[src/rtl/fixed_float_converter_if.sv]
// Operand/result bundle for the fixed-to-float converter.
// The master side drives operands and the load strobe; the slave side returns the result.
interface fixed_float_converter_if;
  logic [31:0] fixed;
  logic [7:0]  exp_in;
  logic        load_new;
  logic [31:0] float;
  logic        done;

  modport master (output fixed, exp_in, load_new, input float, done);
  modport slave  (input fixed, exp_in, load_new, output float, done);
endinterface

[src/rtl/fixed_float_converter.sv]
// Serial fixed-point (mantissa * 2^exp_in) to IEEE-754 single converter.
// Normalises one bit per clock, then rounds to nearest-even and packs.
//
// state | meaning
// IDLE  | waiting for load_new; float holds the last result
// NORM  | shifting mag left until bit 31 is set, decrementing e
// PACK  | round, range-check, register float and pulse done
module fixed_float_converter (
  input  logic                          clk,
  input  logic                          reset,
  fixed_float_converter_if.slave        cv
);

  typedef enum logic [1:0] {IDLE, NORM, PACK} state_t;

  state_t             state_q, state_d;
  logic [31:0]        mag_q, mag_d;
  logic signed [9:0]  e_q, e_d;
  logic               sign_q, sign_d;
  logic [31:0]        float_q, float_d;
  logic               done_q, done_d;

  logic [31:0]        load_mag;
  logic signed [9:0]  load_e;
  logic               round_up;
  logic [23:0]        frac_sum;
  logic signed [9:0]  e_rnd;
  logic [31:0]        packed_w;

  // -2^31 negates to itself, which is exactly the unsigned magnitude we want
  assign load_mag = cv.fixed[31] ? (~cv.fixed + 32'd1) : cv.fixed;
  assign load_e   = 10'sd158 + $signed({{2{cv.exp_in[7]}}, cv.exp_in});

  always_comb begin
    round_up = mag_q[7] & ((|mag_q[6:0]) | mag_q[8]);
    frac_sum = {1'b0, mag_q[30:8]} + {23'd0, round_up};
    e_rnd    = e_q + $signed({9'd0, frac_sum[23]});
    if (mag_q == 32'd0) begin
      packed_w = 32'h0000_0000;
    end else if (e_rnd >= 10'sd255) begin
      packed_w = {sign_q, 8'hFF, 23'h0};
    end else if (e_rnd <= 10'sd0) begin
      packed_w = {sign_q, 31'h0};
    end else begin
      packed_w = {sign_q, e_rnd[7:0], frac_sum[22:0]};
    end
  end

  always_comb begin
    state_d = state_q;
    mag_d   = mag_q;
    e_d     = e_q;
    sign_d  = sign_q;
    float_d = float_q;
    done_d  = 1'b0;
    // A load in any state restarts; an in-flight job is dropped silently
    if (cv.load_new) begin
      sign_d  = cv.fixed[31];
      mag_d   = load_mag;
      e_d     = load_e;
      state_d = (load_mag == 32'd0) ? PACK : NORM;
    end else begin
      case (state_q)
        IDLE: state_d = IDLE;
        NORM: begin
          if (!mag_q[31]) begin
            mag_d = mag_q << 1;
            e_d   = e_q - 10'sd1;
          end else begin
            state_d = PACK;
          end
        end
        PACK: begin
          float_d = packed_w;
          done_d  = 1'b1;
          state_d = IDLE;
        end
        default: state_d = IDLE;
      endcase
    end
  end

  always_ff @(posedge clk) begin
    if (reset) begin
      state_q <= IDLE;
      mag_q   <= 32'd0;
      e_q     <= 10'sd0;
      sign_q  <= 1'b0;
      float_q <= 32'd0;
      done_q  <= 1'b0;
    end else begin
      state_q <= state_d;
      mag_q   <= mag_d;
      e_q     <= e_d;
      sign_q  <= sign_d;
      float_q <= float_d;
      done_q  <= done_d;
    end
  end

  assign cv.float = float_q;
  assign cv.done  = done_q;

endmodule

[src/flat_wrapper.sv]
// flat-port wrapper written by rule: the top's interface ports become plain ports
module fixed_float_converter_flat 
  (clk, reset, cv_fixed, cv_exp_in, cv_load_new, cv_float, cv_done);
  fixed_float_converter_if cv_i ();
  input  logic clk;
  input  logic reset;
  input wire logic [$bits(cv_i.fixed)-1:0] cv_fixed;
  input wire logic [$bits(cv_i.exp_in)-1:0] cv_exp_in;
  input wire logic [$bits(cv_i.load_new)-1:0] cv_load_new;
  output wire logic [$bits(cv_i.float)-1:0] cv_float;
  output wire logic [$bits(cv_i.done)-1:0] cv_done;
  assign cv_i.fixed = cv_fixed;
  assign cv_i.exp_in = cv_exp_in;
  assign cv_i.load_new = cv_load_new;
  assign cv_float = cv_i.float;
  assign cv_done = cv_i.done;
  fixed_float_converter u_core (.clk(clk), .reset(reset), .cv(cv_i));
endmodule
[config.mk]
export PLATFORM = sky130hd
export DESIGN_NAME = fixed_float_converter_flat
export DESIGN_NICKNAME = d
export VERILOG_FILES = /design/src/rtl/fixed_float_converter_if.sv /design/src/rtl/fixed_float_converter.sv /design/src/flat_wrapper.sv
export SDC_FILE = /design/constraint.sdc
export NUM_CORES = 1
export LEC_CHECK = 0
export BUFFER_PORTS_ARGS = -buffer_cell sky130_fd_sc_hd__buf_2
export CAP_MARGIN = 10
export CORE_MARGIN = 10
export CORE_UTILIZATION = 58
export DETAILED_ROUTE_END_ITERATION = 6
export GPL_ROUTABILITY_DRIVEN = 0
export HOLD_SLACK_MARGIN = 0.12
export PLACE_DENSITY = 0.8
export SLEW_MARGIN = 30
export SYNTH_ARGS = -nofsm -noshare
export SYNTH_HDL_FRONTEND = slang
export SYNTH_SLANG_ARGS = --single-unit
[constraint.sdc]
create_clock -name clk -period 4.2 [get_ports clk]
set_input_delay 0.63 -clock clk [delete_from_list [all_inputs] [get_ports clk]]
set_output_delay 0.63 -clock clk [all_outputs]
set_load 0.01 [all_outputs]
==> run summary, run 1 <==
status: complete, no violations
die area: 13400 um2
global-route wire length before repair: 23500 um
Worst Path Max Fanout: 12
family with the most delay on the worst path: simple AND/OR/NAND/NOR gates
first drt pass iteration count: 7
minimum clock period: 3820 ps
Async S/R FF share, synth: 0
startpoint types: flop
slowest CP cell: o311a_1
H-tree depth: 3
die width: 116 um
maximum vdd ir drop: 0.121 mV
FMAX: 0.262 GHz
P_sw: 0.523 mW
row cnt: 34
CP Cell Sequence: nand4_1 > nor4_2 > and4_1 > nand2b_1 > nor2_1 > ha_1 > ha_1 > nand3_1 > xnor2_1 > or2_0 > o311a_1 > nand3b_1 > buf_4 > o21ai_0
period utilisation layout: 0.909
setup TNS: 0 ps
CP max stage delay: 490 ps
Post-CTS Setup Bufs: 0
Bufs and invs on worst path: 1
CTS tree: done
Num Clock Sinks: 78
Clock transition at path regs: 80 ps
Via density: 6.33
Power Dens Cells: 288 nW/um2
Static Leak: 2.15 nW
largest net degree at the start of global routing: 71
number of antenna diodes: 0
CTS max path bufs: 2
skew final: 14.7 ps
Switching Share: 0.312
Fillers: 750
Ys Warns: 0
Min-Delay Path Depth: 1
Avg Synthesized Cell Area: 7.90 um2
Critical Path AT: 4050 ps
final hold vios: 0
most common cell after layout, fill and taps aside: dfxtp_1
register bit total from synthesis: 78
CTS buffer count: 9
area grow syn2layout: 9.87%
data required time of the worst path: 4430 ps
crit end category: flop
P_int: 1.16 mW
hold buffers post-CTS: 0
FF-to-FF path depth: 14
max-cap violations: 0
worst skew pair latency: 360 ps
Routed Antenna Nets: 0
Post-synth EDFFs: 0
Flop pwr share: 0.497
register area share after synthesis: 0.295
Root Buffer Master: clkbuf_8
total grt overflow: 0
Synth Area in XOR/XNOR: 0.112
gr usage total: 0.212
hpwl dp: 10600 um
layout cells sized above 1: 0.159
clock power share: 0.302
Synth Area in Compound Gates: 0.222
Synth Area in Simple Gates: 0.283
Setup Viol. Count Final: 0
PortBufs: 75
gate count after technology mapping: 671
total design power: 1.68 mW
Critical Path Stages: 14
Hold Path Class: reg2reg
Synth Flop Type: dfxtp_1
vias: 5213
Chip Height: 116 um
IO Count: 76
CORE AREA: 8810 um2
drt drc: 0
Placed Cells: 806
crit-path most repeated cell: ha_1
Synth Area in Adders: 0.0142
initial antenna violation count: 0
commonest cells after routing, fill and taps aside: 78 x dfxtp_1, 75 x buf_2, 57 x nand2_1, 57 x a211oi_1, 53 x nor2_1
fin cells: 824
Hold Slack: 429 ps
Starting Density: 0.602
Synthesized Nets: 720
fin. max-slew vios: 0
vias in the first global route: 4774
Initial DRC Count: 402
power share of the combinational group: 0.201
Mapped Area: 5300 um2
largest family of logic cells by synthesized area: simple AND/OR/NAND/NOR gates
worst-margin pin slew: 776 ps
Slew headroom: 0.483
RSZ-0062 raised after global routing: false
CTS-repair resized insts: 0
multiplexer share of the synthesized area: 0.0208
Unique masters post-synth: 67
Routed WL: 14500 um
critical path class: reg2reg
Final nets: 761
wire per inst: 17.6 um
-- area by class of cell --
type | count | area (um2) | share of cell area
Multi-Input combinational cell | 526 | 3470 | 0.595
Clock inverter | 3 | 20.0 | 0.00344
Timing Repair Buffer | 82 | 428 | 0.0735
Inverter | 15 | 56.3 | 0.00967
Tap cell | 108 | 135 | 0.0232
Sequential cell | 78 | 1560 | 0.268
Clock buffer | 12 | 155 | 0.0266
-- worst paths after layout --
path,start,end,slack [ps]
worst min register to register,u_core.state_q[0],u_core.cv.done,430
worst min-delay path,u_core.state_q[0],u_core.cv.done,430
worst max-delay path,u_core.mag_q[10],u_core.cv.float[10],380
worst max register to register,u_core.mag_q[10],u_core.cv.float[10],380
-- Yosys cell counts (all sizes together), types with 5 or more instances --
cell type / count / area share
nand4: 14 / 0.019
nor2: 54 / 0.040
xor2: 28 / 0.046
nor4: 26 / 0.042
nor3: 16 / 0.017
nand2: 57 / 0.040
a22oi: 9 / 0.013
dfxtp: 78 / 0.29
buf: 15 / 0.016
nand3: 26 / 0.025
a31oi: 5 / 0.0059
and3: 8 / 0.0097
a311oi: 6 / 0.0099
nor2b: 26 / 0.031
inv: 13 / 0.0092
a21oi: 23 / 0.022
clkbuf: 38 / 0.027
mux2i: 11 / 0.021
or3: 11 / 0.013
o21ai: 38 / 0.036
o31ai: 5 / 0.0071
xnor2: 40 / 0.066
and4: 5 / 0.0085
ha: 6 / 0.014
a211oi: 57 / 0.081
-- flip-flops by register name (all words and copies together) (netlist names) --
| signal | count |
|---|---|
| u_core.state_q | 2 |
| u_core.cv.float | 32 |
| u_core.e_q | 10 |
| u_core.mag_q | 32 |
| u_core.cv.done | 1 |
| u_core.sign_q | 1 |
-- cell families (layout without fill, tap and decap cells) --
kind of cell | count (synthesis) | count (layout)
AO/OA/AOI/OAI | 170 | 170
XOR/XNOR | 68 | 68
adder cells (fa/ha/maj) | 6 | 6
buffers and inverters | 68 | 112
flip-flops | 78 | 78
multiplexers | 11 | 11
AND/OR/NAND/NOR | 270 | 271
-- per-layer routing --
layer | global-route usage | vias to the layer above | share of wire
met5 | 0 | - | 0
met4 | 0.0963 | 0 | 0.027
met3 | 0.0367 | 38 | 0.079
met2 | 0.319 | 238 | 0.45
met1 | 0.290 | 2378 | 0.45
li1 | - | 2559 | -
-- power groups by stage --
stage | combinational (mW) | clock, mW | sequential [mW]
2_1_floorplan | 0.257 | 0 | 0.821
3_3_place_gp | 0.322 | 0 | 0.846
3_5_place_dp | 0.329 | 0 | 0.849
4_1_cts | 0.331 | 0.511 | 0.833
5_1_grt | 0.371 | 0.538 | 0.841
6_report | 0.338 | 0.506 | 0.835
-- through the flow --
stage | cell area [um2] | setup slack (ps) | utilization
3_3_place_gp | 5630 | 383 | 0.639
3_5_place_dp | 5630 | 116 | 0.639
4_1_cts | 5800 | 81.4 | 0.659
2_1_floorplan | 5300 | 938 | -
6_report | 5820 | 383 | 0.661
5_1_grt | 5820 | 66.0 | 0.661
No activity file was read; power rests on OpenSTA's default activity.
==> inputs of run 2 (changes only) <==
--- a/config.mk
+++ b/config.mk
@@ -7,8 +7,10 @@
 export LEC_CHECK = 0
 export BUFFER_PORTS_ARGS = -buffer_cell sky130_fd_sc_hd__buf_2
 export CAP_MARGIN = 10
+export CELL_PAD_IN_SITES_DETAIL_PLACEMENT = 2
+export CELL_PAD_IN_SITES_GLOBAL_PLACEMENT = 2
 export CORE_MARGIN = 10
-export CORE_UTILIZATION = 58
+export CORE_UTILIZATION = 34
 export DETAILED_ROUTE_END_ITERATION = 6
 export GPL_ROUTABILITY_DRIVEN = 0
 export HOLD_SLACK_MARGIN = 0.12
==> run summary, run 2 (synthesis results as in run 1) <==
die area: 21000 um2 (+57%)
Initial DRC Count: 307 (-24%)
total design power: 1.95 mW (+16%)
largest net degree at the start of global routing: 71 (unchanged)
layout cells sized above 1: 0.162 (+0.00257)
CTS buffer count: 9 (unchanged)
FF-to-FF path depth: 14 (unchanged)
total grt overflow: 0 (unchanged)
worst-margin pin slew: 794 ps (+18.4 ps)
row cnt: 45 (+32%)
DP Area: 5760 um2 (+2.3%)
startpoint types: flop
critical path launch point: u_core.mag_q[8]
Clock transition at path regs: 60 ps (-20 ps)
Setup Viol. Count Final: 0 (unchanged)
final hold vios: 0 (unchanged)
hold buffers post-CTS: 0 (unchanged)
FMAX: 0.254 GHz (-3.0%)
Via density: 5.66 (-11%)
Fillers: 1764 (+140%)
Routed WL: 19100 um (+32%)
Reg-to-Reg End: u_core.cv.float[13]
period utilisation layout: 0.937 (+0.0282)
crit-path most repeated cell: ha_1
wire per inst: 20.6 um (+17%)
worst setup path endpoint: u_core.cv.float[13]
die width: 145 um (+25%)
Slew headroom: 0.471 (-0.0123)
fin util: 0.398 (-0.263)
CP max stage delay: 490 ps (about the same)
worst skew pair latency: 340 ps (-20 ps)
CORE AREA: 15300 um2 (+73%)
worst flop-to-flop path startpoint: u_core.mag_q[8]
gr usage total: 0.187 (-0.0249)
Root Buffer Master: clkbuf_16
Static Leak: 2.22 nW (+3.0%)
drt drc: 0 (unchanged)
IO Count: 76 (unchanged)
area of the multi-input gates: 3480 um2 (+0.25%)
first drt pass iteration count: 4 (-3)
maximum vdd ir drop: 0.162 mV (+34%)
data required time of the worst path: 4410 ps (-20 ps)
max-cap violations: 0 (unchanged)
Routed Antenna Nets: 0 (unchanged)
CP Cell Sequence: nand4_1 > nor4_4 > and4_1 > nand2b_1 > nor2_1 > ha_1 > ha_1 > nand3_1 > xnor2_1 > or2_0 > o311a_1 > nand3b_1 > buf_4 > o21ai_0
Worst Path Max Fanout: 12 (unchanged)
Power Dens Cells: 321 nW/um2 (+11%)
Hold Path Class: reg2reg
crit end category: flop
Num Clock Sinks: 78 (unchanged)
number of antenna diodes: 0 (unchanged)
design area: 6070 um2 (+4.3%)
CTS max path bufs: 2 (unchanged)
commonest cells after routing, fill and taps aside: 78 x dfxtp_1, 75 x buf_2, 57 x nand2_1, 57 x a211oi_1, 53 x nor2_1
setup TNS: 0 ps (unchanged)
Chip Height: 145 um (+25%)
critical path class: reg2reg
initial antenna violation count: 0 (unchanged)
hpwl dp: 14500 um (+37%)
global-route wire length before repair: 31300 um (+33%)
Critical Path AT: 4150 ps (+100 ps)
minimum clock period: 3940 ps (+119 ps)
area grow syn2layout: 14.6%
r2r setup slk: 260 ps (-120 ps)
FF+latch area: 1560 um2 (unchanged)
vias: 5251 (+0.73%)
CTS tree: done
H-tree depth: 3 (unchanged)
slowest CP cell: o311a_1
Starting Density: 0.347 (-0.255)
PortBufs: 75 (unchanged)
most common cell after layout, fill and taps aside: dfxtp_1
skew final: 9.50 ps (-5.24 ps)
status: complete, no violations
vias in the first global route: 5599 (+17%)
fin. max-slew vios: 0 (unchanged)
Final nets: 761 (unchanged)
==> run 2: cell types whose count changed in the layout (fill, tap and decap cells not counted) <==
| cell | delta |
|---|---|
| clkbuf_16 | +9 |
| clkbuf_8 | -9 |
| clkbuf_1 | -1 |
| clkinv_2 | +1 |
| clkinv_4 | +1 |
| nor4_2 | -1 |
| nor4_4 | +1 |
==> run 2: power by group <==
| group | internal [mW] | total (mW) | switching (mW) |
|---|---|---|---|
| logic | 0.138 | 0.358 | 0.220 |
| clock network | 0.431 | 0.752 | 0.321 |
| registers | 0.776 | 0.839 | 0.0633 |
| total | 1.35 | 1.95 | 0.604 |
==> run 2: what timing repair did <==
| action | 4_1_cts | 5_1_grt |
|---|---|---|
| endpoints found under the setup margin | 23 | 23 |
| setup buffers | 0 | 2 |
| cloned | 1 | 0 |
| resized for setup | 0 | 1 |
==> run 2: metrics by stage <==
step	hold WS, ps	setup slack, ps	cells
after floorplan	401	938	671
after global placement	434	202	909
after detailed placement	441	-103	909
after CTS	455	18.9	926
after global routing	479	-19.9	928
final	451	265	928
==> run 2: how the worst min path moves through the flow <==
stage	depth (start not counted)	endpoint	slack (ps)	from
finish	2	u_core.cv.float[18]	450	u_core.cv.float[18]
global placement	2	u_core.cv.float[2]	430	u_core.cv.float[2]
floorplan	1	u_core.cv.done	400	u_core.state_q[0]
detailed placement	2	u_core.cv.float[18]	440	u_core.cv.float[18]
global route	2	u_core.cv.float[0]	480	u_core.cv.float[0]
CTS	2	u_core.cv.float[18]	450	u_core.cv.float[18]
==> run 2: critical path, delay by kind of cell, from the launching register on <==
kind	cells	cell delay (ps)
AO/OA/AOI/OAI	2	620
XOR/XNOR	1	190
adder cells (fa/ha/maj)	2	500
buffers and inverters	1	190
flip-flops	1	450
AND/OR/NAND/NOR	8	1840
==> run 2: area by class of cell <==
class                           count  area share
Inverter                           15     0.00927
Clock inverter                      5     0.00556
Tap cell                          211      0.0435
Sequential cell                    78       0.257
Multi-Input combinational cell    526       0.573
Clock buffer                       11      0.0416
Timing Repair Buffer               82      0.0705
==> run 2: per-layer routing <==
layer | track usage | routed length [um]
met2 | 0.303 | 9140
met4 | 0.0596 | 263
met3 | 0.0342 | 752
met5 | 0 | 0
met1 | 0.245 | 8950
